[src/rtl/bch_pkg.sv]
// Shared BCH decoder constants and the byte-packer state type.
package bch_pkg;

    localparam int unsigned BCH_N      = 16200;
    localparam int unsigned BCH_K      = 16008;
    localparam int unsigned BCH_PARITY = BCH_N - BCH_K;
    localparam int unsigned BCH_M      = 16;
    localparam int unsigned BCH_T      = 12;

    typedef enum logic [1:0] {
        IDLE,
        DATA,
        PARITY
    } bch_state_e;

endpackage

[src/rtl/bch_out_fifo.sv]
// Synchronous FIFO with combinational read; pointers carry an extra wrap bit.
module bch_out_fifo #(
    parameter int unsigned Depth = 4,
    parameter int unsigned Width = 10
) (
    input  logic             clk_i,
    input  logic             rst_i,
    input  logic             wr_en_i,
    input  logic [Width-1:0] wr_data_i,
    input  logic             rd_en_i,
    output logic [Width-1:0] rd_data_o,
    output logic             full_o,
    output logic             empty_o
);

    localparam int unsigned AW = $clog2(Depth);

    logic [AW:0]      wr_ptr_q, rd_ptr_q;
    logic [Width-1:0] mem_q [Depth];
    logic             do_wr, do_rd;

    assign empty_o = (wr_ptr_q == rd_ptr_q);
    assign full_o  = (wr_ptr_q[AW] != rd_ptr_q[AW]) &&
                     (wr_ptr_q[AW-1:0] == rd_ptr_q[AW-1:0]);

    // A write into a full FIFO is still accepted when a read frees a slot the same cycle.
    assign do_rd = rd_en_i && !empty_o;
    assign do_wr = wr_en_i && (!full_o || do_rd);

    assign rd_data_o = mem_q[rd_ptr_q[AW-1:0]];

    // Pointer update.
    always_ff @(posedge clk_i) begin
        if (rst_i) begin
            wr_ptr_q <= '0;
            rd_ptr_q <= '0;
        end else begin
            if (do_wr) wr_ptr_q <= wr_ptr_q + 1'b1;
            if (do_rd) rd_ptr_q <= rd_ptr_q + 1'b1;
        end
    end

    // Storage write; contents are irrelevant while the FIFO is empty.
    always_ff @(posedge clk_i) begin
        if (do_wr) mem_q[wr_ptr_q[AW-1:0]] <= wr_data_i;
    end

endmodule

[src/rtl/bch_byte_packer.sv]
// Counts codeword bits, packs information bits MSB-first into bytes and drops parity.
module bch_byte_packer
    import bch_pkg::*;
#(
    parameter int unsigned N_BITS     = BCH_N,
    parameter int unsigned K_BITS     = BCH_K,
    parameter int unsigned FIFO_DEPTH = 4
) (
    input  logic        CLK,
    input  logic        reset,
    input  logic        bit_in,
    input  logic        bit_valid,
    input  logic        frame_start,
    output logic [7:0]  out_data,
    output logic        out_valid,
    input  logic        out_ready,
    output logic        out_sof,
    output logic        out_eof,
    output logic        overflow,
    output logic        sync_err,
    output logic [15:0] frame_cnt
);

    localparam int unsigned CW       = $clog2(N_BITS);
    localparam int unsigned LastByte = K_BITS / 8 - 1;

    if (((K_BITS % 8) != 0) || (K_BITS >= N_BITS)) begin : g_bad_k
        $error("K_BITS must be a multiple of 8 and smaller than N_BITS");
    end
    if ((FIFO_DEPTH < 2) || ((FIFO_DEPTH & (FIFO_DEPTH - 1)) != 0)) begin : g_bad_depth
        $error("FIFO_DEPTH must be a power of two, at least 2");
    end

    bch_state_e    state_q;
    logic [CW-1:0] bit_cnt_q;
    logic [CW-1:0] byte_idx;
    logic [6:0]    shreg_q;
    logic          push_q;
    logic [9:0]    push_data_q;   // {sof, eof, data}
    logic          overflow_q;
    logic          sync_err_q;
    logic [15:0]   frame_cnt_q;

    logic [9:0]    fifo_rd;
    logic          fifo_full, fifo_empty, pop;

    assign byte_idx = bit_cnt_q >> 3;
    assign pop      = out_valid && out_ready;

    // Frame FSM: bit counting, byte packing, sticky flags and frame counter.
    always_ff @(posedge CLK) begin
        if (reset) begin
            state_q     <= IDLE;
            bit_cnt_q   <= '0;
            shreg_q     <= '0;
            push_q      <= 1'b0;
            push_data_q <= '0;
            overflow_q  <= 1'b0;
            sync_err_q  <= 1'b0;
            frame_cnt_q <= '0;
        end else begin
            push_q <= 1'b0;
            if (push_q && fifo_full && !pop) overflow_q <= 1'b1;
            if (bit_valid) begin
                if (frame_start) begin
                    // New bit 0; any unfinished frame is abandoned without an eof.
                    if (state_q != IDLE) sync_err_q <= 1'b1;
                    shreg_q   <= {6'b0, bit_in};
                    bit_cnt_q <= CW'(1);
                    state_q   <= DATA;
                end else begin
                    unique case (state_q)
                        IDLE: ;
                        DATA: begin
                            shreg_q   <= {shreg_q[5:0], bit_in};
                            bit_cnt_q <= bit_cnt_q + 1'b1;
                            if (bit_cnt_q[2:0] == 3'd7) begin
                                push_q      <= 1'b1;
                                push_data_q <= {byte_idx == '0, byte_idx == CW'(LastByte),
                                                shreg_q, bit_in};
                            end
                            if (bit_cnt_q == CW'(K_BITS - 1)) state_q <= PARITY;
                        end
                        PARITY: begin
                            if (bit_cnt_q == CW'(N_BITS - 1)) begin
                                bit_cnt_q   <= '0;
                                frame_cnt_q <= frame_cnt_q + 16'd1;
                                state_q     <= IDLE;
                            end else begin
                                bit_cnt_q <= bit_cnt_q + 1'b1;
                            end
                        end
                        default: state_q <= IDLE;
                    endcase
                end
            end
        end
    end

    bch_out_fifo #(
        .Depth (FIFO_DEPTH),
        .Width (10)
    ) u_fifo (
        .clk_i     (CLK),
        .rst_i     (reset),
        .wr_en_i   (push_q),
        .wr_data_i (push_data_q),
        .rd_en_i   (pop),
        .rd_data_o (fifo_rd),
        .full_o    (fifo_full),
        .empty_o   (fifo_empty)
    );

    // Gate the read port so outputs read 0 whenever nothing is presented.
    assign out_valid = !fifo_empty;
    assign out_data  = out_valid ? fifo_rd[7:0] : 8'h00;
    assign out_eof   = out_valid && fifo_rd[8];
    assign out_sof   = out_valid && fifo_rd[9];
    assign overflow  = overflow_q;
    assign sync_err  = sync_err_q;
    assign frame_cnt = frame_cnt_q;

endmodule
[config.mk]
export PLATFORM = sky130hd
export DESIGN_NAME = bch_byte_packer
export DESIGN_NICKNAME = d
export VERILOG_FILES = /design/src/rtl/bch_pkg.sv /design/src/rtl/bch_out_fifo.sv /design/src/rtl/bch_byte_packer.sv
export SDC_FILE = /design/constraint.sdc
export NUM_CORES = 1
export LEC_CHECK = 0
export ABC_AREA = 1
export CAP_MARGIN = 30
export CORE_ASPECT_RATIO = 1.2
export CORE_MARGIN = 5
export CORE_UTILIZATION = 46
export DETAILED_ROUTE_END_ITERATION = 7
export PLACE_DENSITY = 0.69
export SLEW_MARGIN = 5
export SYNTH_ARGS = -nofsm -noshare
export SYNTH_HDL_FRONTEND = slang
export SYNTH_SLANG_ARGS = --single-unit
[constraint.sdc]
create_clock -name CLK -period 1.7 [get_ports CLK]
set_input_delay 0.255 -clock CLK [delete_from_list [all_inputs] [get_ports CLK]]
set_output_delay 0.255 -clock CLK [all_outputs]
set_load 0.01 [all_outputs]
# Word-level counts from Yosys, hierarchy flattened
# Memories as Yosys holds them, arrays and structs flattened. A register that Yosys moved wholly into a read port is not among the register bits.
# Cells that the tools add are included.
# op_classes
addsub,4
n_eq_ne,12
muxes,15
bitwise_logic,3
n_reduce_logical,24
# ops
op,count
14-bit == test (second input constant),2
14-bit 2-to-1 mux,2
14-bit case mux with 2 select lines,1
16-bit by 1-bit adder with 16-bit output (second input constant),1
14-bit by 1-bit adder with 14-bit output (second input constant),1
14-bit logical NOT,1
7-bit 2-to-1 mux,2
4-bit AND reduction,3
11-bit == test (second input constant),1
2-bit 2-to-1 mux,5
1-bit logical AND,8
8-bit 2-to-1 mux,1
3-bit by 1-bit adder with 3-bit output (second input constant),2
3-bit != test (second input constant),2
2-bit case mux with 3 select lines,1
2-bit AND reduction,2
2-bit nonzero test,2
4-bit OR reduction,1
3-bit == test,1
3-bit == test (second input constant),1
1-bit logical NOT,3
1-bit 2-to-1 mux,3
1-bit NOT,3
3-bit AND reduction,1
8 further kinds,8
# totals
reg_bits,58
ramBits,40
inputBits,6
output_inout_bits,29
elab_cells,69
mem_count,1
# mem_list
memory,depth,word_bits,rd,rd_clocked_by_memory_dff,wr,line_no,source
u_fifo.mem_q,4,10,1,1,1,bch_out_fifo.sv:19,logic [Width-1:0] mem_q [Depth];

# Depth between registers and ports, before layout
# Gate-level depths: netlist (run 1).
# depth
ltp_word,8
ltp_mapped,11

# Hierarchy
# From an unflattened synthesis (run 1), not the netlist that was laid out.
# hier_totals
hier_cells,602
hier_area_um2,4800.9
# by_module_without_submodules
mod,instances,cells_per_inst,area_each_um2,seq_area_each_um2
bch_byte_packer,1,439,2860.2,1041.0
bch_out_fifo,1,163,1940.6,1361.3

# Worst setup path after synthesis (run 1)
# Ideal clock, no wire load.
# synth_timing
kind,register to register
startpoint,register u_fifo.wr_ptr_q[0]
endpoint,"memory u_fifo.mem_q[0][0], enable pin"
setup_ps,376
arrival_time_ps,1278
required_ps,1324
setup_slack_ps,46
stages_incl_launch_ff,6
n_path_buf,0
synth_period_minus_slack_ps,1654
path_cell_list,dfxtp_1 > xor2_1 > a21oi_1 > nand2_1 > nand2_1 > nor2_1
# synth_via
elab_chain_len,8
elab_cells_between_ends,11
classes_between,eq/ne (2); mux (2); reduce/logical (7)
# synth_lines
element,line_no,source
"start, declared",bch_out_fifo.sv:18,"logic [AW:0] wr_ptr_q, rd_ptr_q;"
"start signal, assigned",bch_out_fifo.sv:38,if (do_wr) wr_ptr_q <= wr_ptr_q + 1'b1;
3-bit == test,bch_out_fifo.sv:22,assign empty_o = (wr_ptr_q == rd_ptr_q);
1-bit logical NOT,"bch_out_fifo.sv:27, bch_byte_packer.sv:115",
1-bit logical AND,bch_byte_packer.sv:48,assign pop = out_valid && out_ready;
1-bit logical AND,bch_out_fifo.sv:27,assign do_rd = rd_en_i && !empty_o;
1-bit logical OR,bch_out_fifo.sv:28,assign do_wr = wr_en_i && (!full_o || do_rd);
1-bit logical AND,bch_out_fifo.sv:28,
1-bit 2-to-1 mux,bch_out_fifo.sv:45,if (do_wr) mem_q[wr_ptr_q[AW-1:0]] <= wr_data_i;
1-bit 2-to-1 mux (implied by the code),bch_out_fifo.sv:45,
"end, declared",bch_out_fifo.sv:19,
# Parallel ways exist; a longest one is shown, timed or not.

# Worst setup path in the final report (run 1)
# layout_timing
startpoint,register u_fifo.wr_ptr_q[1]
endpoint,output port out_data[3]
# layout_via
elab_chain_len,2
# layout_lines
element,line_no,source
3-bit == test,bch_out_fifo.sv:22,
8-bit 2-to-1 mux,bch_byte_packer.sv:116,assign out_data = out_valid ? fifo_rd[7:0] : 8'h00;
"end, declared",bch_byte_packer.sv:14,"output logic [7:0] out_data,"
# Every way passes these cells.

==> qor.yml, run 1 <==
status:
  status: "finished, violations left"
  violations_in_the_final_reports: "setup timing"
floorplanning:
  core.rowCount: 40
  die_area_mm2: 0.01243
  die_h_um: 121.1
  initial_utilization_pct: 47.05
  die_w_um: 102.6
  ios: 35
  design.core.area_mm2: 0.01006
grt:
  first_global_vias: 3790
  first_pass_grt_wire_length_um: 17080
  antenna_violations_before_repair: 0
  grt_overflow: 0
  grt_usage_pct: 16.87
  grt_max_degree: 28
final_layout:
  finish.net_count: 672
  final_core_utilization_pct: 59.65
  growth_of_design_area_from_synthesis_to_finish_pct: 26.78
  num_antenna_cells: 0
  fraction_of_layout_instances_using_a_drive_strength_above_1_pct: 22.62
  final_cell_mix: "117 x sky130_fd_sc_hd__nand2_1, 98 x sky130_fd_sc_hd__nor2_1, 52 x sky130_fd_sc_hd__dfxtp_1"
  final_design_area_no_fill_mm2: 0.006001
  final_common_cell: "sky130_fd_sc_hd__nand2_1"
sta:
  period_minus_slack_ps: 1852
  finalHoldViolCount: 0
  max_freq_mhz: 539.9
  skew_ps: 14.08
  hold-worst-slack_ps: 465.0
  max_slew_margin_pct: 78.69
  grt_setup_unrepaired: "true"
  timing.setup.tns_ps: -2380
  final_min_period_over_clock_period_pct: 109.0
  layout_setup_ws_ps: -152.2
  final-max-slew-violation-count: 0
  finalSetupViolations: 51
  tightest_slew_ps: 317.2
worst_setup_path:
  worst_case_reg_to_reg_path_depth: 10
  cp-start-kind: "register"
  crit_path_capture_type: "output port"
  arrival_ps: 1600
  crit_required_ps: 1440
  critPathKind: "register to output port"
  worstPathMaxFanout: 6
  worst_r2r_setup_slack_ps: -50
synth:
  asyncSetResetFlopFracSynth_pct: 0
  post_synthesis_average_cell_area_um2: 8.203
  post_synth_instance_area_mm2: 0.004733
  synth_seq_area_share_pct: 50.75
  synth_edf_count: 40
  ys_warns: 0
  synth_flop_cell: "sky130_fd_sc_hd__dfxtp_1"
  number_of_nets_in_the_synthesized_netlist: 591
  synthDistinctLibCells: 39
  synth_top_cell_by_area: "sky130_fd_sc_hd__dfxtp_1"
  netlist_instances: 577
  yosys.area.top_type_share_pct: 25.38
  synth_seq_cells: 100
  synth_top_cells_by_area: "sky130_fd_sc_hd__dfxtp_1 25%, sky130_fd_sc_hd__edfxtp_1 25%, sky130_fd_sc_hd__nand2_1 10%, sky130_fd_sc_hd__nor2_1 8.1%, sky130_fd_sc_hd__inv_1 3.9%"
drt:
  drc: 0
  drtPass1Iterations: 4
  vias_per_cell: 5.030
  number_of_nets_still_failing_antenna_checks_after_routing: 0
  post_drt_wl_per_cell_um: 13.31
  route.vias.total: 3969
  drt-initial-drc-count: 161
  postRouteWirelength_um: 10500
clock_tree:
  tritoncts: "yes"
  cts_inserted_buffers: 9
  cts_htree_levels: 3
  worst_skew_pair.late_latency_ps: 340
  postCtsHoldBufs: 0
  clockRootBuffer: "sky130_fd_sc_hd__clkbuf_16"
  post_cts_clock_slew_at_the_launch_and_capture_registers_of_the_worst_setup_and_hold_paths_ps: 70
  ctsLongestPathBuffers: 2
  cts.sinks: 100
pwr:
  power-per-cell-area_mw_per_mm2: 833.3
  power.switching_fraction_pct: 23.17
  power.static_leakage_nw: 2.448
  internal_power_summed_over_all_cells_mw: 3.842
  clock_power_share_pct: 41.3
  seqPwrFrac_pct: 50.2
  power.ir.vdd_worst_uv: 641.5
  switchingPower_mw: 1.158
  combPwrFrac_pct: 8.5
hold_path:
  hp-class: "register to register"
  hold_depth: 2
placed_design:
  placement.cell_area_mm2: 0.005498
  dpl.hpwl_um: 7188
  port_buffers: 34
  global_placer_s_final_weighted_congestion: 0.8698
  detailedPlace.worstSlack_ps: -218.5
flow_run:
  cap_viol_max_count: 0
==> state kept, by name (all words and copies together), names as in the netlist, named ones only <==
register,cells
frame_cnt,16
sync_err,1
push_q,1
u_fifo.wr_ptr_q,3
state_q,2
bit_cnt_q,14
overflow,1
shreg_q,7
u_fifo.rd_ptr_q,3
push_data_q,10
u_fifo.mem_q,40
==> area by class of cell <==
| class | instances | area, um2 |
|---|---|---|
| multi-input combinational | 403 | 2167 |
| fill | 860 | 4059 |
| tap | 126 | 157.7 |
| timing repair buffer | 85 | 737.0 |
| sequential | 100 | 2412 |
| clock inverter | 6 | 71.32 |
| inverter | 59 | 226.5 |
| clock buffer | 10 | 229.0 |
==> metal layers <==
layer  vias to the layer above  part of all wire [%]  global-route usage (%)
met2                        66                    53                   29.48
li1                       2050                     -                       -
met1                      1843                    43                   21.21
met3                        10                   3.1                   3.278
met5                         -                     0                       0
met4                         0                   1.0                   4.020
==> Yosys cell counts (8+ instances only) <==
cell type / count
sky130_fd_sc_hd__edfxtp_1: 40
sky130_fd_sc_hd__xor2_1: 10
sky130_fd_sc_hd__inv_1: 49
sky130_fd_sc_hd__ha_1: 8
sky130_fd_sc_hd__a21oi_1: 28
sky130_fd_sc_hd__dfxtp_1: 60
sky130_fd_sc_hd__nor3_1: 13
sky130_fd_sc_hd__nor2_1: 102
sky130_fd_sc_hd__clkbuf_1: 11
sky130_fd_sc_hd__o32ai_1: 10
sky130_fd_sc_hd__nand3_1: 34
sky130_fd_sc_hd__inv_2: 9
sky130_fd_sc_hd__o21ai_0: 20
sky130_fd_sc_hd__nand2_1: 129
==> metrics by stage <==
step	total power [mW]	std cells
3_3_place_gp	2.932	765
2_1_floorplan	2.772	577
3_5_place_dp	2.942	765
5_1_grt	5.188	789
4_1_cts	4.988	784
6_report	5.000	789
==> repair_timing <==
| action | CTS | global route |
|---|---|---|
| resized for setup | 63 | 47 |
| cloned | 1 | 4 |
| pin swaps | 2 | 2 |
| setup buffers | 2 | 1 |
| setup endpoints to repair | 11 | 85 |
==> cell families after synthesis <==
group | Yosys count | synth area share, %
flops | 100 | 50.75
buf+inv | 74 | 6.238
compound gates | 66 | 7.904
simple gates | 316 | 30.58
xor+xnor | 13 | 2.406
fa+ha+maj | 8 | 2.115
==> critical path, stage by stage (launching register included) <==
cell                      delay [ps]
sky130_fd_sc_hd__dfxtp_2         320
sky130_fd_sc_hd__or2_1           240
sky130_fd_sc_hd__a21oi_2         160
sky130_fd_sc_hd__nand2_2         130
sky130_fd_sc_hd__buf_6           180
sky130_fd_sc_hd__nand2_1          60
sky130_fd_sc_hd__inv_1            30
sky130_fd_sc_hd__buf_2           130
==> path summary, 6_finish.rpt <==
path	start	to
worst max-delay path	u_fifo.wr_ptr_q[1]	out_data[3]
worst min-delay path	overflow	overflow
worst max register to register	u_fifo.wr_ptr_q[1]	u_fifo.mem_q[3][7]
worst min register to register	overflow	overflow
==> power groups by stage <==
stage	Sequential, mW	Clock (mW)	Combinational [mW]
6_report	2.51	2.06	0.424
2_1_floorplan	2.56	0	0.217
4_1_cts	2.51	2.08	0.397
5_1_grt	2.52	2.21	0.466
3_3_place_gp	2.56	0	0.369
3_5_place_dp	2.56	0	0.378
Power figures use the tool's default switching activity.
==> inputs of run 2 (changes only) <==
--- a/config.mk
+++ b/config.mk
@@ -11,7 +11,7 @@
 export CORE_MARGIN = 5
 export CORE_UTILIZATION = 46
 export DETAILED_ROUTE_END_ITERATION = 7
-export PLACE_DENSITY = 0.69
+export PLACE_DENSITY = 0.68
 export SLEW_MARGIN = 5
 export SYNTH_ARGS = -nofsm -noshare
 export SYNTH_HDL_FRONTEND = slang
==> qor.yml, run 2 (synthesis results as in run 1) <==
drt:
  drt-initial-drc-count: 147
  drc: 0
  route.vias.total: 3957
  post_drt_wl_per_cell_um: 13.14
  vias_per_cell: 5.073
  postRouteWirelength_um: 10250
  drtPass1Iterations: 5
  number_of_nets_still_failing_antenna_checks_after_routing: 0
sta:
  max_slew_margin_pct: 75.83
  period_minus_slack_ps: 1847
  final_min_period_over_clock_period_pct: 108.6
  grt_setup_unrepaired: "true"
  final-max-slew-violation-count: 0
  skew_ps: 10.64
  layout_setup_ws_ps: -147.0
  tightest_slew_ps: 361.4
  max_freq_mhz: 541.4
  finalSetupViolations: 11
  finalHoldViolCount: 0
clock_tree:
  cts.sinks: 100
  postCtsHoldBufs: 0
  post_cts_clock_slew_at_the_launch_and_capture_registers_of_the_worst_setup_and_hold_paths_ps: 70
  clockRootBuffer: "sky130_fd_sc_hd__clkbuf_16"
  ctsLongestPathBuffers: 2
  cts_htree_levels: 3
  tritoncts: "yes"
  cts_inserted_buffers: 9
  worst_skew_pair.late_latency_ps: 350
status:
  violations_in_the_final_reports: "setup timing"
  status: "finished, violations left"
worst_setup_path:
  crit_family: "simple AND/OR/NAND/NOR gates"
  arrival_ps: 1590
  ordered_list_of_cells_on_the_worst_path: "or2_1 -> a21oi_2 -> nand2_2 -> buf_6 -> nand2_2 -> inv_1 -> buf_2"
  crit_required_ps: 1440
  cp-start-kind: "register"
  worstPathMaxFanout: 6
  worst-path-buf-inv: 3
  crit_path_capture_type: "output port"
  slowest_cell_on_the_critical_path: "sky130_fd_sc_hd__dfxtp_2"
  critPathKind: "register to output port"
  cpPeakStageDelay_ps: 330
  critical_path.most_common_cell: "sky130_fd_sc_hd__nand2_2"
grt:
  grt_overflow: 0
  grt_usage_pct: 17.28
  first_global_vias: 3730
  grt_max_degree: 28
  first_pass_grt_wire_length_um: 16930
  antenna_violations_before_repair: 0
floorplanning:
  die_h_um: 121.1
  initial_utilization_pct: 47.05
  die_w_um: 102.6
  core.rowCount: 40
  die_area_mm2: 0.01243
  ios: 35
  design.core.area_mm2: 0.01006
final_layout:
  final_cell_mix: "116 x sky130_fd_sc_hd__nand2_1, 100 x sky130_fd_sc_hd__nor2_1, 53 x sky130_fd_sc_hd__dfxtp_1"
  num_antenna_cells: 0
  final_core_utilization_pct: 58.91
  growth_of_design_area_from_synthesis_to_finish_pct: 25.19
  layoutNonFillerInstCount: 780
  fraction_of_layout_instances_using_a_drive_strength_above_1_pct: 21.87
  finish.net_count: 663
  largest_register_ffs: 40
  final_common_cell: "sky130_fd_sc_hd__nand2_1"
pwr:
  power.static_leakage_nw: 2.389
  power.ir.vdd_worst_uv: 699.0
  clock_power_share_pct: 39.9
  switchingPower_mw: 1.148
  seqPwrFrac_pct: 50.9
  power.switching_fraction_pct: 23.26
  power-per-cell-area_mw_per_mm2: 833.4
  combPwrFrac_pct: 9.3
  internal_power_summed_over_all_cells_mw: 3.790
hold_path:
  hp-class: "register to register"
placed_design:
  dpl.hpwl_um: 7251
  global_placer_s_final_weighted_congestion: 0.9161
  dp.cells: 760
  port_buffers: 34
flow_run:
  cap_viol_max_count: 0
==> run 2: layout make-up <==
class	count	area, um2
Timing Repair Buffer	76	713.2
Clock buffer	10	250.2
Inverter	59	226.5
Tap cell	126	157.7
Clock inverter	6	41.29
Fill cell	870	4134
Multi-Input combinational cell	403	2126
Sequential cell	100	2411
==> run 2: path summary, 6_finish.rpt <==
check	start	to	slack [ps]	cells after the start
max	u_fifo.rd_ptr_q[1]	out_data[3]	-150	7
min	overflow	overflow	450	2
max reg2reg	u_fifo.rd_ptr_q[0]	u_fifo.mem_q[3][0]	70	8
min reg2reg	overflow	overflow	450	2
==> run 2: power groups by stage <==
stage | logic (mW) | registers, mW | clock network (mW)
5_1_grt | 0.495 | 2.51 | 2.11
3_3_place_gp | 0.376 | 2.56 | 0
3_5_place_dp | 0.383 | 2.56 | 0
4_1_cts | 0.425 | 2.51 | 2.02
6_report | 0.457 | 2.51 | 1.97
2_1_floorplan | 0.217 | 2.56 | 0
==> run 2: metal layers <==
layer  part of all wire, %  GRT usage (%)  vias to the layer above
li1                      -              -                     2031
met1                    42          20.23                     1841
met2                    53          30.61                       73
met3                   3.6          2.530                       12
met4                   1.9          7.793                        0
met5                     0              0                        -
==> run 2: worst register-to-register path, delay by kind of cell, from the launching register on <==
family / cells / cell delay, ps
AOI/OAI and AO/OA: 1 / 70
xor gates and xnor gates: 1 / 180
buffers and inverters: 3 / 450
DFF: 1 / 350
and+or+nand+nor: 3 / 270
==> run 2: timing repair <==
item / CTS / global route
gates cloned: 2 / 0
resized for setup: 62 / 33
endpoints found under the setup margin: 12 / 83
buffers inserted: 2 / 0
pin swaps: 3 / 3
==> run 2: per-stage QoR <==
step	setup TNS (ps)	worst slack (ps)	total power, mW	hold WS [ps]	cell area, um2
floorplan	0	45.96	2.772	389.9	4733
global placement	-960.3	-148.6	2.937	438.4	5485
detailed placement	-2114	-168.0	2.945	444.6	5485
CTS	-1325	-139.6	4.950	455.4	5841
global route	-1969	-210.5	5.123	492.1	5926
finish	-1394	-147.0	4.938	452.8	5926
==> inputs of run 3 (changes only) <==
--- a/config.mk
+++ b/config.mk
@@ -10,6 +10,7 @@
 export CORE_ASPECT_RATIO = 1.2
 export CORE_MARGIN = 5
 export CORE_UTILIZATION = 46
+export CTS_CLUSTER_SIZE = 28
 export DETAILED_ROUTE_END_ITERATION = 7
 export PLACE_DENSITY = 0.68
 export SLEW_MARGIN = 5
==> results of run 3 <==
No change in the layout: final DEF, timing and power equal those of run 2.
